## src/rtl/cpu_pkg.sv

```systemverilog
// Shared CPU package: datapath width defaults, opcode field location, halt
// opcode and the fetch-stage state encoding.
package cpu_pkg;

    localparam int unsigned ADDR_W_DEF  = 16;
    localparam int unsigned INSTR_W_DEF = 16;

    // Opcode field of an instruction word
    localparam int unsigned OPC_MSB = 15;
    localparam int unsigned OPC_LSB = 12;

    localparam logic [3:0] HALT_OPCODE = 4'hF;

    typedef enum logic [1:0] {
        IDLE = 2'd0,
        BUSY = 2'd1,
        HALT = 2'd2
    } fetch_state_e;

    function automatic logic [3:0] opcode_of(input logic [15:0] instr);
        return instr[OPC_MSB:OPC_LSB];
    endfunction

endpackage

```

## src/rtl/fetch_fifo.sv

```systemverilog
// Prefetch FIFO between instruction memory and IF/ID. Push and pop may
// happen together when full; flush empties it in one cycle. The head word
// reads as zero while empty.
module fetch_fifo #(
    parameter int unsigned WIDTH = 32,
    parameter int unsigned DEPTH = 2,
    localparam int unsigned PTR_W = $clog2(DEPTH),
    localparam int unsigned CNT_W = $clog2(DEPTH + 1)
) (
    input  logic             clk,
    input  logic             rst_n,
    input  logic             push_i,
    input  logic [WIDTH-1:0] data_i,
    input  logic             pop_i,
    input  logic             flush_i,
    output logic             valid_o,
    output logic [WIDTH-1:0] data_o,
    output logic [CNT_W-1:0] count_o
);

    logic [WIDTH-1:0] mem_q [DEPTH];
    logic [PTR_W-1:0] wr_ptr_q, rd_ptr_q;
    logic [CNT_W-1:0] count_q;
    logic             do_push, do_pop;

    assign do_pop  = pop_i && (count_q != '0);
    assign do_push = push_i && ((count_q != CNT_W'(DEPTH)) || do_pop);

    // Storage array; no reset needed since the head is gated by count
    always_ff @(posedge clk) begin
        if (do_push && !flush_i) begin
            mem_q[wr_ptr_q] <= data_i;
        end
    end

    // Pointers and occupancy; DEPTH is a power of two so pointers wrap naturally
    always_ff @(posedge clk or negedge rst_n) begin
        if (!rst_n) begin
            wr_ptr_q <= '0;
            rd_ptr_q <= '0;
            count_q  <= '0;
        end else if (flush_i) begin
            wr_ptr_q <= '0;
            rd_ptr_q <= '0;
            count_q  <= '0;
        end else begin
            if (do_push) wr_ptr_q <= wr_ptr_q + PTR_W'(1);
            if (do_pop)  rd_ptr_q <= rd_ptr_q + PTR_W'(1);
            count_q <= count_q + CNT_W'(do_push) - CNT_W'(do_pop);
        end
    end

    assign valid_o = (count_q != '0);
    assign data_o  = valid_o ? mem_q[rd_ptr_q] : '0;
    assign count_o = count_q;

endmodule

```

## src/rtl/fetch_unit.sv

```systemverilog
// Instruction-fetch stage: owns the fetch PC, drives the imem req/ack
// handshake, buffers words in fetch_fifo and presents them to IF/ID.
// Optional macro FETCH_STATS_EN adds stat_fetched / stat_bubbles counters.
module fetch_unit
    import cpu_pkg::*;
#(
    parameter int unsigned          ADDR_W   = ADDR_W_DEF,
    parameter int unsigned          INSTR_W  = INSTR_W_DEF,
    parameter int unsigned          DEPTH    = 2,
    parameter int unsigned          PC_INCR  = 1,
    parameter logic [ADDR_W-1:0]    RESET_PC = '0,
    parameter logic [3:0]           HALT_OP  = HALT_OPCODE
) (
    input  logic               clk,
    input  logic               rst_n,
    output logic               imem_req,
    output logic [ADDR_W-1:0]  imem_addr,
    input  logic               imem_ack,
    input  logic [INSTR_W-1:0] imem_data,
    input  logic               redirect,
    input  logic [ADDR_W-1:0]  redirect_pc,
    output logic               ifid_valid,
    input  logic               ifid_ready,
    output logic [INSTR_W-1:0] ifid_instr,
    output logic [ADDR_W-1:0]  ifid_pc,
    output logic [ADDR_W-1:0]  ifid_pc_next,
    output logic               fetch_halted
`ifdef FETCH_STATS_EN
    ,
    output logic [15:0]        stat_fetched,
    output logic [15:0]        stat_bubbles
`endif
);

    localparam int unsigned ENTRY_W = INSTR_W + ADDR_W;
    localparam int unsigned CNT_W   = $clog2(DEPTH + 1);
    localparam int unsigned CA_W    = CNT_W + 1;
    localparam logic [ADDR_W-1:0] INCR = ADDR_W'(PC_INCR);

    fetch_state_e       state_q, state_d;
    logic               req_q, req_d;
    logic [ADDR_W-1:0]  addr_q, addr_d;
    logic [ADDR_W-1:0]  pc_q, pc_d;
    logic [ADDR_W-1:0]  pc_inc;
    logic               drop_q, drop_d;

    logic               fifo_push, fifo_pop, fifo_flush, fifo_valid;
    logic [ENTRY_W-1:0] fifo_head;
    logic [CNT_W-1:0]   fifo_count;
    logic [CA_W-1:0]    count_after;
    logic               credit;
    logic               is_halt;

    // Accepted (non-dropped, non-redirected) ack pushes {instr, pc}
    assign fifo_push  = (state_q == BUSY) && imem_ack && !drop_q && !redirect;
    assign fifo_pop   = fifo_valid && ifid_ready;
    assign fifo_flush = redirect;

    // Credit looks at occupancy after this cycle's push/pop; a request that
    // completes this cycle no longer counts as in flight.
    assign count_after = CA_W'(fifo_count) + CA_W'(fifo_push) - CA_W'(fifo_pop);
    assign credit      = (count_after < CA_W'(DEPTH));
    assign pc_inc      = pc_q + INCR;
    assign is_halt     = (opcode_of(imem_data[15:0]) == HALT_OP);

    fetch_fifo #(
        .WIDTH (ENTRY_W),
        .DEPTH (DEPTH)
    ) u_fifo (
        .clk     (clk),
        .rst_n   (rst_n),
        .push_i  (fifo_push),
        .data_i  ({imem_data, addr_q}),
        .pop_i   (fifo_pop),
        .flush_i (fifo_flush),
        .valid_o (fifo_valid),
        .data_o  (fifo_head),
        .count_o (fifo_count)
    );

    // Fetch state, request and PC registers
    always_ff @(posedge clk or negedge rst_n) begin
        if (!rst_n) begin
            state_q <= IDLE;
            req_q   <= 1'b0;
            addr_q  <= '0;
            pc_q    <= RESET_PC;
            drop_q  <= 1'b0;
        end else begin
            state_q <= state_d;
            req_q   <= req_d;
            addr_q  <= addr_d;
            pc_q    <= pc_d;
            drop_q  <= drop_d;
        end
    end

    // Next-state: redirect overrides everything; an outstanding request that
    // cannot be cancelled is marked for discard instead.
    always_comb begin
        state_d = state_q;
        req_d   = req_q;
        addr_d  = addr_q;
        pc_d    = pc_q;
        drop_d  = drop_q;
        if (redirect) begin
            pc_d = redirect_pc;
            if ((state_q == BUSY) && !imem_ack) begin
                drop_d = 1'b1;
            end else begin
                state_d = IDLE;
                req_d   = 1'b0;
                drop_d  = 1'b0;
            end
        end else begin
            unique case (state_q)
                IDLE: begin
                    if (credit) begin
                        req_d   = 1'b1;
                        addr_d  = pc_q;
                        state_d = BUSY;
                    end
                end
                BUSY: begin
                    if (imem_ack) begin
                        if (drop_q) begin
                            drop_d = 1'b0;
                            if (credit) begin
                                addr_d = pc_q;
                            end else begin
                                req_d   = 1'b0;
                                state_d = IDLE;
                            end
                        end else begin
                            pc_d = pc_inc;
                            if (is_halt) begin
                                req_d   = 1'b0;
                                state_d = HALT;
                            end else if (credit) begin
                                addr_d = pc_inc;
                            end else begin
                                req_d   = 1'b0;
                                state_d = IDLE;
                            end
                        end
                    end
                end
                HALT: begin
                    req_d = 1'b0;
                end
                default: begin
                    state_d = IDLE;
                    req_d   = 1'b0;
                end
            endcase
        end
    end

    assign imem_req     = req_q;
    assign imem_addr    = addr_q;
    assign ifid_valid   = fifo_valid;
    assign ifid_instr   = fifo_head[ENTRY_W-1:ADDR_W];
    assign ifid_pc      = fifo_head[ADDR_W-1:0];
    assign ifid_pc_next = fifo_valid ? (fifo_head[ADDR_W-1:0] + INCR) : '0;
    assign fetch_halted = (state_q == HALT);

`ifdef FETCH_STATS_EN
    logic [15:0] fetched_q, bubbles_q;

    // Free-running wrap-around counters, cleared only by reset
    always_ff @(posedge clk or negedge rst_n) begin
        if (!rst_n) begin
            fetched_q <= '0;
            bubbles_q <= '0;
        end else begin
            if (fifo_push)                 fetched_q <= fetched_q + 16'd1;
            if (ifid_ready && !fifo_valid) bubbles_q <= bubbles_q + 16'd1;
        end
    end

    assign stat_fetched = fetched_q;
    assign stat_bubbles = bubbles_q;
`endif

endmodule
```

## config.mk

```make
export PLATFORM = sky130hd
export DESIGN_NAME = fetch_unit
export DESIGN_NICKNAME = d
export VERILOG_FILES = /design/src/rtl/cpu_pkg.sv /design/src/rtl/fetch_fifo.sv /design/src/rtl/fetch_unit.sv
export SDC_FILE = /design/constraint.sdc
export NUM_CORES = 1
export LEC_CHECK = 0
export ABC_AREA = 1
export CAP_MARGIN = 20
export CELL_PAD_IN_SITES_DETAIL_PLACEMENT = 1
export CELL_PAD_IN_SITES_GLOBAL_PLACEMENT = 1
export CORE_MARGIN = 1
export CORE_UTILIZATION = 39
export CTS_CLUSTER_SIZE = 12
export DETAILED_ROUTE_END_ITERATION = 8
export PLACE_DENSITY_LB_ADDON = 0.08
export SYNTH_ARGS = -nofsm -noshare
export SYNTH_HDL_FRONTEND = slang
export SYNTH_HIERARCHICAL = 1
export SYNTH_SLANG_ARGS = --single-unit
```

## constraint.sdc

```tcl
create_clock -name clk -period 3.9 [get_ports clk]
set_input_delay 0.78 -clock clk [delete_from_list [all_inputs] [get_ports clk]]
set_output_delay 0.78 -clock clk [all_outputs]
set_load 0.01 [all_outputs]
```

==> flow_summary.yaml, run 1 <==
run_status:
  status: "finished, final reports clean"
placed_design:
  gp_congestion: 0.793
  io_buffers: 103
  place_inst: 915
  dp_hpwl_um: 11300
sta:
  slew-limit-headroom_pct: 66.9
  timing.final.crit_period_ns: 3.73
  holdWs_ns: 0.236
  fmax_mhz: 268
  setup_viol_count_final: 0
  rsz0062_at_grt: "no"
  tightestPinTransition_ns: 0.496
  drv_slew: 0
  finalCritPeriodShare_pct: 95.5
  hold_violations: 0
  fin_worst_skew_ns: 0.00787
  timing.setup.tns_ns: 0
detailed_routing:
  dr.pass1.iters: 4
  drt_iter0_markers: 170
  avgRoutedWirePerCell_um: 16.5
  vias_per_cell: 5.01
  drt-total-wl_um: 15400
  drc: 0
  ant_nets: 0
  vias: 4681
die:
  ios: 104
  die-area_sq_um: 14600
  num_rows: 43
  initial_core_util_pct: 39.9
  die_x_um: 121
  design.core.area_sq_um: 13800
  die_h_um: 121
yosys:
  synth_area_leaders: "edfxtp_1 35%, dfrtp_1 18%, nand2_1 18%, nand3_1 4.7%, inv_1 3.3%"
  yosysTopAreaCell: "edfxtp_1"
  synth.area.mux_share_pct: 0
  yosys-top-cells-count: "259 x nand2_1, 64 x edfxtp_1, 52 x nand3_1, 48 x inv_1, 40 x dfrtp_1"
  synth_top_area_share_pct: 34.8
  synth_cell_types: 39
  ys_seq_elements: 104
  synth_fa_ha_area_share_pct: 1.50
  syn_inst: 639
  ys_warn_count: 6
  synth_compound_gate_area_share_pct: 8.64
  avgSynthCellArea_sq_um: 8.63
  synth_top_family_by_area: "simple AND/OR/NAND/NOR gates"
  synth_edf_count: 64
  ys_async_sr_fraction_pct: 38.5
  synth_fp_nets: 682
  synth_simple_gate_area_share_pct: 29.4
  syn_area_sq_um: 5520
  synth_top_flop_cell: "edfxtp_1"
  synth.most_common_cell: "nand2_1"
  synthXorXnorAreaFrac_pct: 0.476
  seq_area_frac_synth_pct: 53.0
job:
  cap_violations: 0
grt:
  antenna_found_initial: 0
  grt_pass1_wl_um: 24400
  met3_usage_pct: 3.01
  grtUsageMet2_pct: 39.9
  grt_overflow: 0
  grt_pass1_vias: 4855
  busiest_layer: "met2"
  track_usage_pct: 21.6
  grt_max_degree: 41
  grt_use_met1_pct: 25.5
clocking:
  cts_tree: "done"
  htreeDepth: 3
  cts_root_buf: "clkbuf_16"
  clock_path_buffers: 2
  numClockSinks: 104
  clk_pin_slew_worst_paths_ns: 0.08
  tritoncts.num_buffers: 9
  clkLatencyLatePin_ns: 0.36
layout:
  multi_input_area_sq_um: 2240
  final_cells: 934
  seqCellArea_sq_um: 2930
  fillers: 1641
  final_layout_size_suffix_gt1_share_pct: 11.0
  syn_to_final_growth_pct: 28.0
  num_antenna_cells: 0
  fin_nets: 792
power:
  p_leak_uw: 0.00286
  power_uw: 3420
  ir_worst_vdd_mv: 0.190
  p_per_area_nw_per_um2: 484
min_path:
  hold_path.class: "in -> async"
setup_path:
  path_common_cell: "nand2_1"
  criticalPathCategory: "reg -> out"
  cp.arrival_ns: 2.95
  crit_chain: "buf_6, nand2_1, a21oi_2, ha_2, nand2_1, nor2_2, inv_1, nor2_4, nand3_1, nand2_1, nand2_1, nor2_1, clkdlybuf4s50_1"
  crit_required_ns: 3.12
  cp_slowest_cell: "clkdlybuf4s50_1"
  crit_path_max_incr_delay_ns: 0.54
  crit_path_end_kind: "output port"
  worstPathMaxFanout: 13
  crit_path_start_kind: "register"
power breakdown:
| group | switching, uW | total, uW | leakage (uW) | internal (uW) |
|---|---|---|---|---|
| combinational | 506 | 921 | 0.00163 | 415 |
| sequential | 186 | 1540 | 0.00108 | 1360 |
| clock | 443 | 953 | 0.000151 | 510 |
| total | 1130 | 3420 | 0.00286 | 2280 |
what timing repair did:
item,in CTS,in global routing
resized for setup,1,8
hold buffers,0,0
buffers inserted,0,1
gates cloned,1,0
setup endpoints to repair,1,7
pin swaps,0,1
cell families after synthesis:
| kind of cell | Yosys count |
|---|---|
| DFF | 104 |
| xor gates and xnor gates | 3 |
| buffers and inverters | 72 |
| adders and majority gates | 6 |
| and+or+nand+nor | 383 |
| AOI/OAI and AO/OA | 71 |
registers in the layout (all words and copies together) (netlist names):
name	count
pc_q	16
u_fifo/rd_ptr_q	1
imem_req	1
u_fifo/mem_q	64
u_fifo/wr_ptr_q	1
u_fifo/count_o	2
drop_q	1
imem_addr	16
state_q	2
through the flow:
stage	cell area [sq um]	util, %	setup WS, ns
floorplan	5520	-	0.661
global placement	6690	48.4	0.460
detailed placement	6690	48.4	0.383
CTS	7000	50.7	0.00677
global route	7060	51.1	0.00360
finish	7060	51.1	0.174
cell type report:
class | instances | share of cell area (%)
Multi-Input combinational cell | 463 | 31.7
Timing Repair Buffer | 118 | 16.4
Tap cell | 180 | 3.19
Inverter | 52 | 2.87
Timing Repair inverter | 1 | 0.0532
Clock buffer | 9 | 3.19
Sequential cell | 104 | 41.4
Clock inverter | 7 | 1.17
worst max-delay path: cells and delay by family (launching register included):
family | cells | cell delay, ns
flip-flops | 1 | 0.45
AO/OA/AOI/OAI | 1 | 0.20
AND/OR/NAND/NOR | 8 | 0.87
buffers and inverters | 3 | 0.84
adder cells (fa/ha/maj) | 1 | 0.23
metal layers:
metal | routed length [um] | share of wire (%)
met1 | 6620 | 43
met2 | 7920 | 52
met3 | 599 | 3.9
met4 | 233 | 1.5
met5 | 0 | 0
final timing paths:
| kind | depth (start not counted) | to | slack [ns] | startpoint |
|---|---|---|---|---|
| max | 13 | ifid_pc_next[12] | 0.17 | u_fifo/rd_ptr_q |
| min | 1 | pc_q[8] | 0.24 | rst_n |
| max reg2reg | 15 | imem_addr[11] | 1.00 | u_fifo/count_o[1] |
| min reg2reg | 0 | u_fifo/mem_q[0][2] | 0.53 | imem_addr[2] |
| max in group asynchronous | 2 | u_fifo/rd_ptr_q | 3.21 | rst_n |
| min in group clk | 0 | u_fifo/mem_q[0][2] | 0.53 | imem_addr[2] |
cells in the final DEF, fill, tap and decap left out, types with 3 or more instances in the layout:
cell type and count:
buf_4 12, edfxtp_1 64, nor2_1 34, nor2_4 5
or2_2 3, inv_2 3, a21oi_2 20, o211ai_1 4
nor2_2 6, a22oi_1 4, a21oi_1 22, ha_1 4
clkdlybuf4s50_1 102, o21ai_0 12, nand3b_1 4, nand2_1 259
nand4_1 10, nor3_1 4, inv_1 48, inv_6 5
dfrtp_1 38, nand2_2 3, nand3_1 52, clkbuf_16 9
Note: power is estimated with default switching activity, not from simulation.
==> run 2: changes to the inputs <==
CORE_ASPECT_RATIO = 1.25   (was not set)
==> run 2 against run 1 <==
Against the previous run: hold slack improved by 0.29 ns; combinational power rose by 0.7%; sequential power barely moved; via count rose by 1.7%; final cell count fell by 0.54%; count of clock-buffer cells in the layout did not move; non-clock buffer count did not move; critical endpoint unchanged; largest cell class unchanged; highest routed layer unchanged.
==> flow_summary.yaml, run 2 (same netlist as run 1, synthesis figures left out) <==
clocking:
  cts_root_buf: "clkbuf_16"
  numClockSinks: 104
  clkLatencyLatePin_ns: 0.35
  clock_path_buffers: 2
  cts_tree: "done"
  clk_pin_slew_worst_paths_ns: 0.08
  htreeDepth: 3
  tritoncts.num_buffers: 9
die:
  die_x_um: 108
  ios: 104
  design.core.area_sq_um: 13800
  die-area_sq_um: 14600
  initial_core_util_pct: 39.9
  num_rows: 48
  die_h_um: 135
sta:
  fmax_mhz: 270
  tightestPinTransition_ns: 0.973
  setup_viol_count_final: 0
  timing.final.crit_period_ns: 3.71
  finalCritPeriodShare_pct: 95.0
  hold_violations: 0
  timing.final.ws_setup_ns: 0.193
  fin_worst_skew_ns: 0.0107
  drv_slew: 0
  slew-limit-headroom_pct: 35.2
setup_path:
  worstPathMaxFanout: 28
  cp.arrival_ns: 2.93
  crit_required_ns: 3.12
  crit_path_start_kind: "register"
  criticalPathCategory: "reg -> out"
  crit_path_end_kind: "output port"
layout:
  fin_nets: 792
  final_cells: 929
  largest_reg_flops: 64
  final_layout_size_suffix_gt1_share_pct: 11.0
  largest-register: "u_fifo/mem_q"
  final_cell_mix: "259 x nand2_1, 102 x clkdlybuf4s50_1, 64 x edfxtp_1"
  syn_to_final_growth_pct: 27.5
  num_antenna_cells: 0
  final_common_cell: "nand2_1"
job:
  cap_violations: 0
detailed_routing:
  ant_nets: 0
  vias_per_cell: 5.12
  vias: 4760
  drc: 0
  avgRoutedWirePerCell_um: 16.6
  drt-total-wl_um: 15400
  drt_iter0_markers: 162
  dr.pass1.iters: 4
run_status:
  status: "finished, final reports clean"
power:
  p_leak_uw: 0.00285
  ir_worst_vdd_mv: 0.208
  p_per_area_nw_per_um2: 481
placed_design:
  gp_congestion: 0.815
  io_buffers: 103
  dp_hpwl_um: 11400
  dp_slack_ns: 0.317
  place_inst: 907
grt:
  track_usage_pct: 21.8
  grt_max_degree: 41
  antenna_found_initial: 0
  grt_pass1_wl_um: 24400
  grt_overflow: 0
  grt_pass1_vias: 4950
min_path:
  hold_path.class: "reg -> reg"
run 2: cell count changes in the layout (fill, tap and decap cells not counted), moves of 2 or more:
cell      previous run  this run
buf_4               12        14
inv_6                5         3
clkinv_4             2         0
buf_6                2         0
inv_8                0         3
run 2: path summary, 6_finish.rpt:
path / startpoint / end / slack [ns] / cells after the start
setup / recovery: u_fifo/rd_ptr_q / ifid_pc_next[12] / 0.19 / 12
hold / removal: imem_addr[6] / u_fifo/mem_q[1][6] / 0.53 / 0
setup reg to reg: u_fifo/count_o[1] / imem_addr[1] / 1.03 / 12
hold reg to reg: imem_addr[6] / u_fifo/mem_q[1][6] / 0.53 / 0
max in group asynchronous: rst_n / u_fifo/count_o[1] / 2.64 / 1
min in group asynchronous: rst_n / imem_addr[9] / 0.59 / 1
run 2: power breakdown:
part           internal [uW]  switching [uW]  total (uW)
Sequential              1360             190        1550
Clock                    454             453         907
Combinational            418             509         927
Total                   2230            1150        3380
run 2: per-stage QoR:
| stage | instance area [sq um] | TNS, ns | util (%) | power (uW) | hold WS (ns) |
|---|---|---|---|---|---|
| floorplan | 5520 | 0 | - | 2010 | 0.483 |
| global placement | 6660 | 0 | 48.2 | 2460 | 0.504 |
| detailed placement | 6660 | 0 | 48.2 | 2490 | 0.515 |
| CTS | 6970 | 0 | 50.5 | 3410 | 0.533 |
| global route | 7030 | -0.00796 | 50.9 | 3560 | 0.544 |
| finish | 7030 | 0 | 50.9 | 3380 | 0.528 |
run 2: critical path, stage by stage (launching register included):
cell and delay (ns):
dfrtp_2 0.50, buf_8 0.25, nand2_1 0.07, a21oi_1 0.30, inv_1 0.09, nor2_2 0.18, nand2_1 0.13, nor2_4 0.20
nand3_1 0.11, nand2_1 0.08, nand2_1 0.04, nor2_1 0.08, clkdlybuf4s50_1 0.54
run 2: routing by layer:
metal	GRT usage [%]	routed length, um	vias up
li1	-	-	2316
met4	6.38	259	0
met3	3.81	604	18
met5	0	0	-
met2	42.3	8340	102
met1	23.6	6180	2324
run 2: cell type report:
cell class | count | area (sq um)
inverter | 52 | 205
clock inverter | 7 | 70.1
clock buffer | 9 | 225
tap | 175 | 219
fill | 1635 | 6780
timing repair buffer | 118 | 1150
multi-input combinational | 463 | 2240
timing repair inverter | 1 | 6.26
sequential | 104 | 2930
run 2: what timing repair did:
| action | CTS | global route |
|---|---|---|
| cloned | 1 | 0 |
| pin swaps | 0 | 3 |
| hold buffers | 0 | 0 |
| setup buffers | 0 | 5 |
| endpoints found under the setup margin | 1 | 9 |
| gates resized for setup | 3 | 7 |
==> run 3: changes to the inputs <==
ABC_AREA = not set   (was 1)
CORE_UTILIZATION = 41   (was 39)
==> run 3 against run 2 <==
Against the previous run: total power is 5.0% lower; combinational power is 19% lower; clock power grew 6.8%; global-route usage is 0.99 points lower; highest routed layer unchanged; register-to-register slack lost 0.51 ns.
==> flow_summary.yaml, run 3 <==
setup_path:
  cp_slowest_cell: "dfrtp_4"
  cp.arrival_ns: 2.96
  crit_path_max_incr_delay_ns: 0.59
  crit_path_end_kind: "output port"
  path_common_cell: "nor2_2"
  crit_path_start_kind: "register"
  crit_required_ns: 3.12
  worstPathMaxFanout: 14
  crit_chain: "mux2i_1, nor2_2, ha_1, nand4_1, nor2_2, nand3_1, xnor2_1, and2_1, clkdlybuf4s50_1"
  cp_top_family: "simple AND/OR/NAND/NOR gates"
  criticalPathCategory: "reg -> out"
  path_buf_inv: 1
grt:
  grt_max_degree: 47
  grt_pass1_wl_um: 20700
  grt_overflow: 0
  track_usage_pct: 20.8
  grt_pass1_vias: 4048
  antenna_found_initial: 0
detailed_routing:
  drc: 0
  drt_iter0_markers: 125
  vias: 3866
  ant_nets: 0
  dr.pass1.iters: 4
  vias_per_cell: 5.22
  drt-total-wl_um: 12900
  avgRoutedWirePerCell_um: 17.4
sta:
  finalCritPeriodShare_pct: 95.9
  drv_slew: 0
  fmax_mhz: 267
  rsz0062_at_grt: "yes"
  timing.final.crit_period_ns: 3.74
  slew-limit-headroom_pct: 38.6
  hold_violations: 0
  tightestPinTransition_ns: 0.921
  setup_viol_count_final: 0
  fin_worst_skew_ns: 0.0123
  holdWs_ns: 0.512
layout:
  final_layout_size_suffix_gt1_share_pct: 11.1
  fillers: 1313
  fin_nets: 614
  final_util_pct: 55.8
  num_antenna_cells: 0
  seqCellArea_sq_um: 2930
  multi_input_area_sq_um: 2160
  largest-register: "u_fifo/mem_q"
  final_cells: 740
  final_common_cell: "clkdlybuf4s50_1"
  largest_reg_flops: 64
  final_cell_mix: "102 x clkdlybuf4s50_1, 64 x edfxtp_1, 60 x nor2_1"
  syn_to_final_growth_pct: 32.3
yosys:
  seq_area_frac_synth_pct: 56.7
  syn_inst: 459
  ys_async_sr_fraction_pct: 38.5
  synth_top_area_share_pct: 37.3
  ys_warn_count: 6
  synth_edf_count: 64
  synth_top_flop_cell: "edfxtp_1"
  avgSynthCellArea_sq_um: 11.2
  yosysTopAreaCell: "edfxtp_1"
  ys_seq_elements: 104
  synth.most_common_cell: "nor2_1"
  synth_fp_nets: 502
  syn_area_sq_um: 5150
  synth_cell_types: 53
  synth_area_leaders: "edfxtp_1 37%, dfrtp_1 19%, mux2i_1 6.8%, nor2_1 5.0%, xnor2_1 3.6%"
  yosys-top-cells-count: "69 x nor2_1, 64 x edfxtp_1, 40 x dfrtp_1, 35 x mux2i_1, 29 x nand2_1"
clocking:
  hold_buffers: 0
  cts_root_buf: "clkbuf_16"
  clock_path_buffers: 2
  clk_pin_slew_worst_paths_ns: 0.08
  numClockSinks: 104
  tritoncts.num_buffers: 9
  cts_tree: "done"
  clkLatencyLatePin_ns: 0.34
  htreeDepth: 3
power:
  pwr-share-comb_pct: 23.4
  net-switching-power_uw: 974
  ir_worst_vdd_mv: 0.260
  seqPwrFrac_pct: 46.4
  p_leak_uw: 0.00239
  p_per_area_nw_per_um2: 471
  p_int_uw: 2240
  swShare_pct: 30.3
  pwr-share-clk_pct: 30.2
die:
  num_rows: 45
  die_h_um: 127
  die-area_sq_um: 13000
  design.core.area_sq_um: 12200
  ios: 104
  initial_core_util_pct: 42.2
  die_x_um: 102
placed_design:
  gp_congestion: 0.838
  place_inst: 723
  dp_hpwl_um: 9550
  io_buffers: 103
min_path:
  hold_path.class: "reg -> reg"
run_status:
  status: "finished, final reports clean"
job:
  cap_violations: 0
==> run 3: cell types whose count changed in the layout (fill, tap and decap cells not counted), moves of 7 or more <==
cell	delta
and2_1	+13
a21oi_2	-20
nor2b_1	+7
nand2_1	-230
mux2i_1	+35
nand3_1	-36
nor2_1	+26
xnor2_1	+20
xor2_1	+10
inv_1	-41
o21ai_0	+12
==> run 3: cell families after synthesis <==
group                      Yosys count  synth area share, %
AOI/OAI and AO/OA                   72                 8.74
buffers and inverters               30                 2.89
and+or+nand+nor                    177                 17.0
adders and majority gates            6                 1.60
xor gates and xnor gates            34                 5.93
DFF                                104                 56.7
muxes                               36                 7.09
==> run 3: routing by layer <==
metal | up-vias | wire (um) | track usage [%]
met5 | - | 0 | 0
met4 | 0 | 182 | 6.55
met3 | 13 | 537 | 3.17
met2 | 90 | 7040 | 38.5
met1 | 1883 | 5110 | 24.2
li1 | 1880 | - | -
==> run 3: power groups by stage <==
stage	Sequential, uW	Combinational [uW]	Clock, uW
2_1_floorplan	1480	352	0
3_3_place_gp	1510	731	0
3_5_place_dp	1520	753	0
4_1_cts	1500	761	992
5_1_grt	1510	821	1030
6_report	1490	753	969
==> run 3: layout make-up <==
class,count,area share (%)
Clock buffer,9,3.30
Clock inverter,7,1.36
Inverter,8,0.441
Multi-Input combinational cell,325,31.7
Sequential cell,104,43.0
Tap cell,164,3.01
Timing Repair Buffer,123,17.3
==> run 3: worst register-to-register path: cells and delay by family, from the launching register on <==
kind	cells	cell delay (ns)
DFF	1	0.46
and+or+nand+nor	4	0.90
buffers and inverters	2	0.31
xor gates and xnor gates	1	0.35
adders and majority gates	2	0.72
AOI/OAI and AO/OA	2	0.52
==> run 3: path summary, 6_finish.rpt <==
| kind | from | endpoint | slack, ns | cells past startpoint |
|---|---|---|---|---|
| max | u_fifo/rd_ptr_q | ifid_pc_next[10] | 0.16 | 9 |
| min | imem_addr[14] | u_fifo/mem_q[0][14] | 0.51 | 0 |
| max reg2reg | u_fifo/count_o[0] | imem_addr[15] | 0.52 | 11 |
| min reg2reg | imem_addr[14] | u_fifo/mem_q[0][14] | 0.51 | 0 |
| max in group asynchronous | rst_n | u_fifo/rd_ptr_q | 2.65 | 1 |
| min in group asynchronous | rst_n | state_q[1] | 0.57 | 1 |
==> run 3: timing repair <==
action / 4_1_cts / 5_1_grt
endpoints found under the hold margin: 0 / 0
setup endpoints to repair: 4 / 7
resized for setup: 3 / 12
pin swaps: 0 / 1
buffers inserted: 0 / 1
==> run 3: through the flow <==
| step | setup slack (ns) | setup TNS (ns) | power [uW] | area [sq um] |
|---|---|---|---|---|
| finish | 0.160 | 0 | 3210 | 6820 |
| global route | -0.00242 | -0.00242 | 3360 | 6820 |
| CTS | 0.0297 | 0 | 3250 | 6760 |
| detailed placement | 0.0918 | 0 | 2270 | 6430 |
| global placement | 0.192 | 0 | 2240 | 6430 |
| floorplan | 0.347 | 0 | 1830 | 5160 |
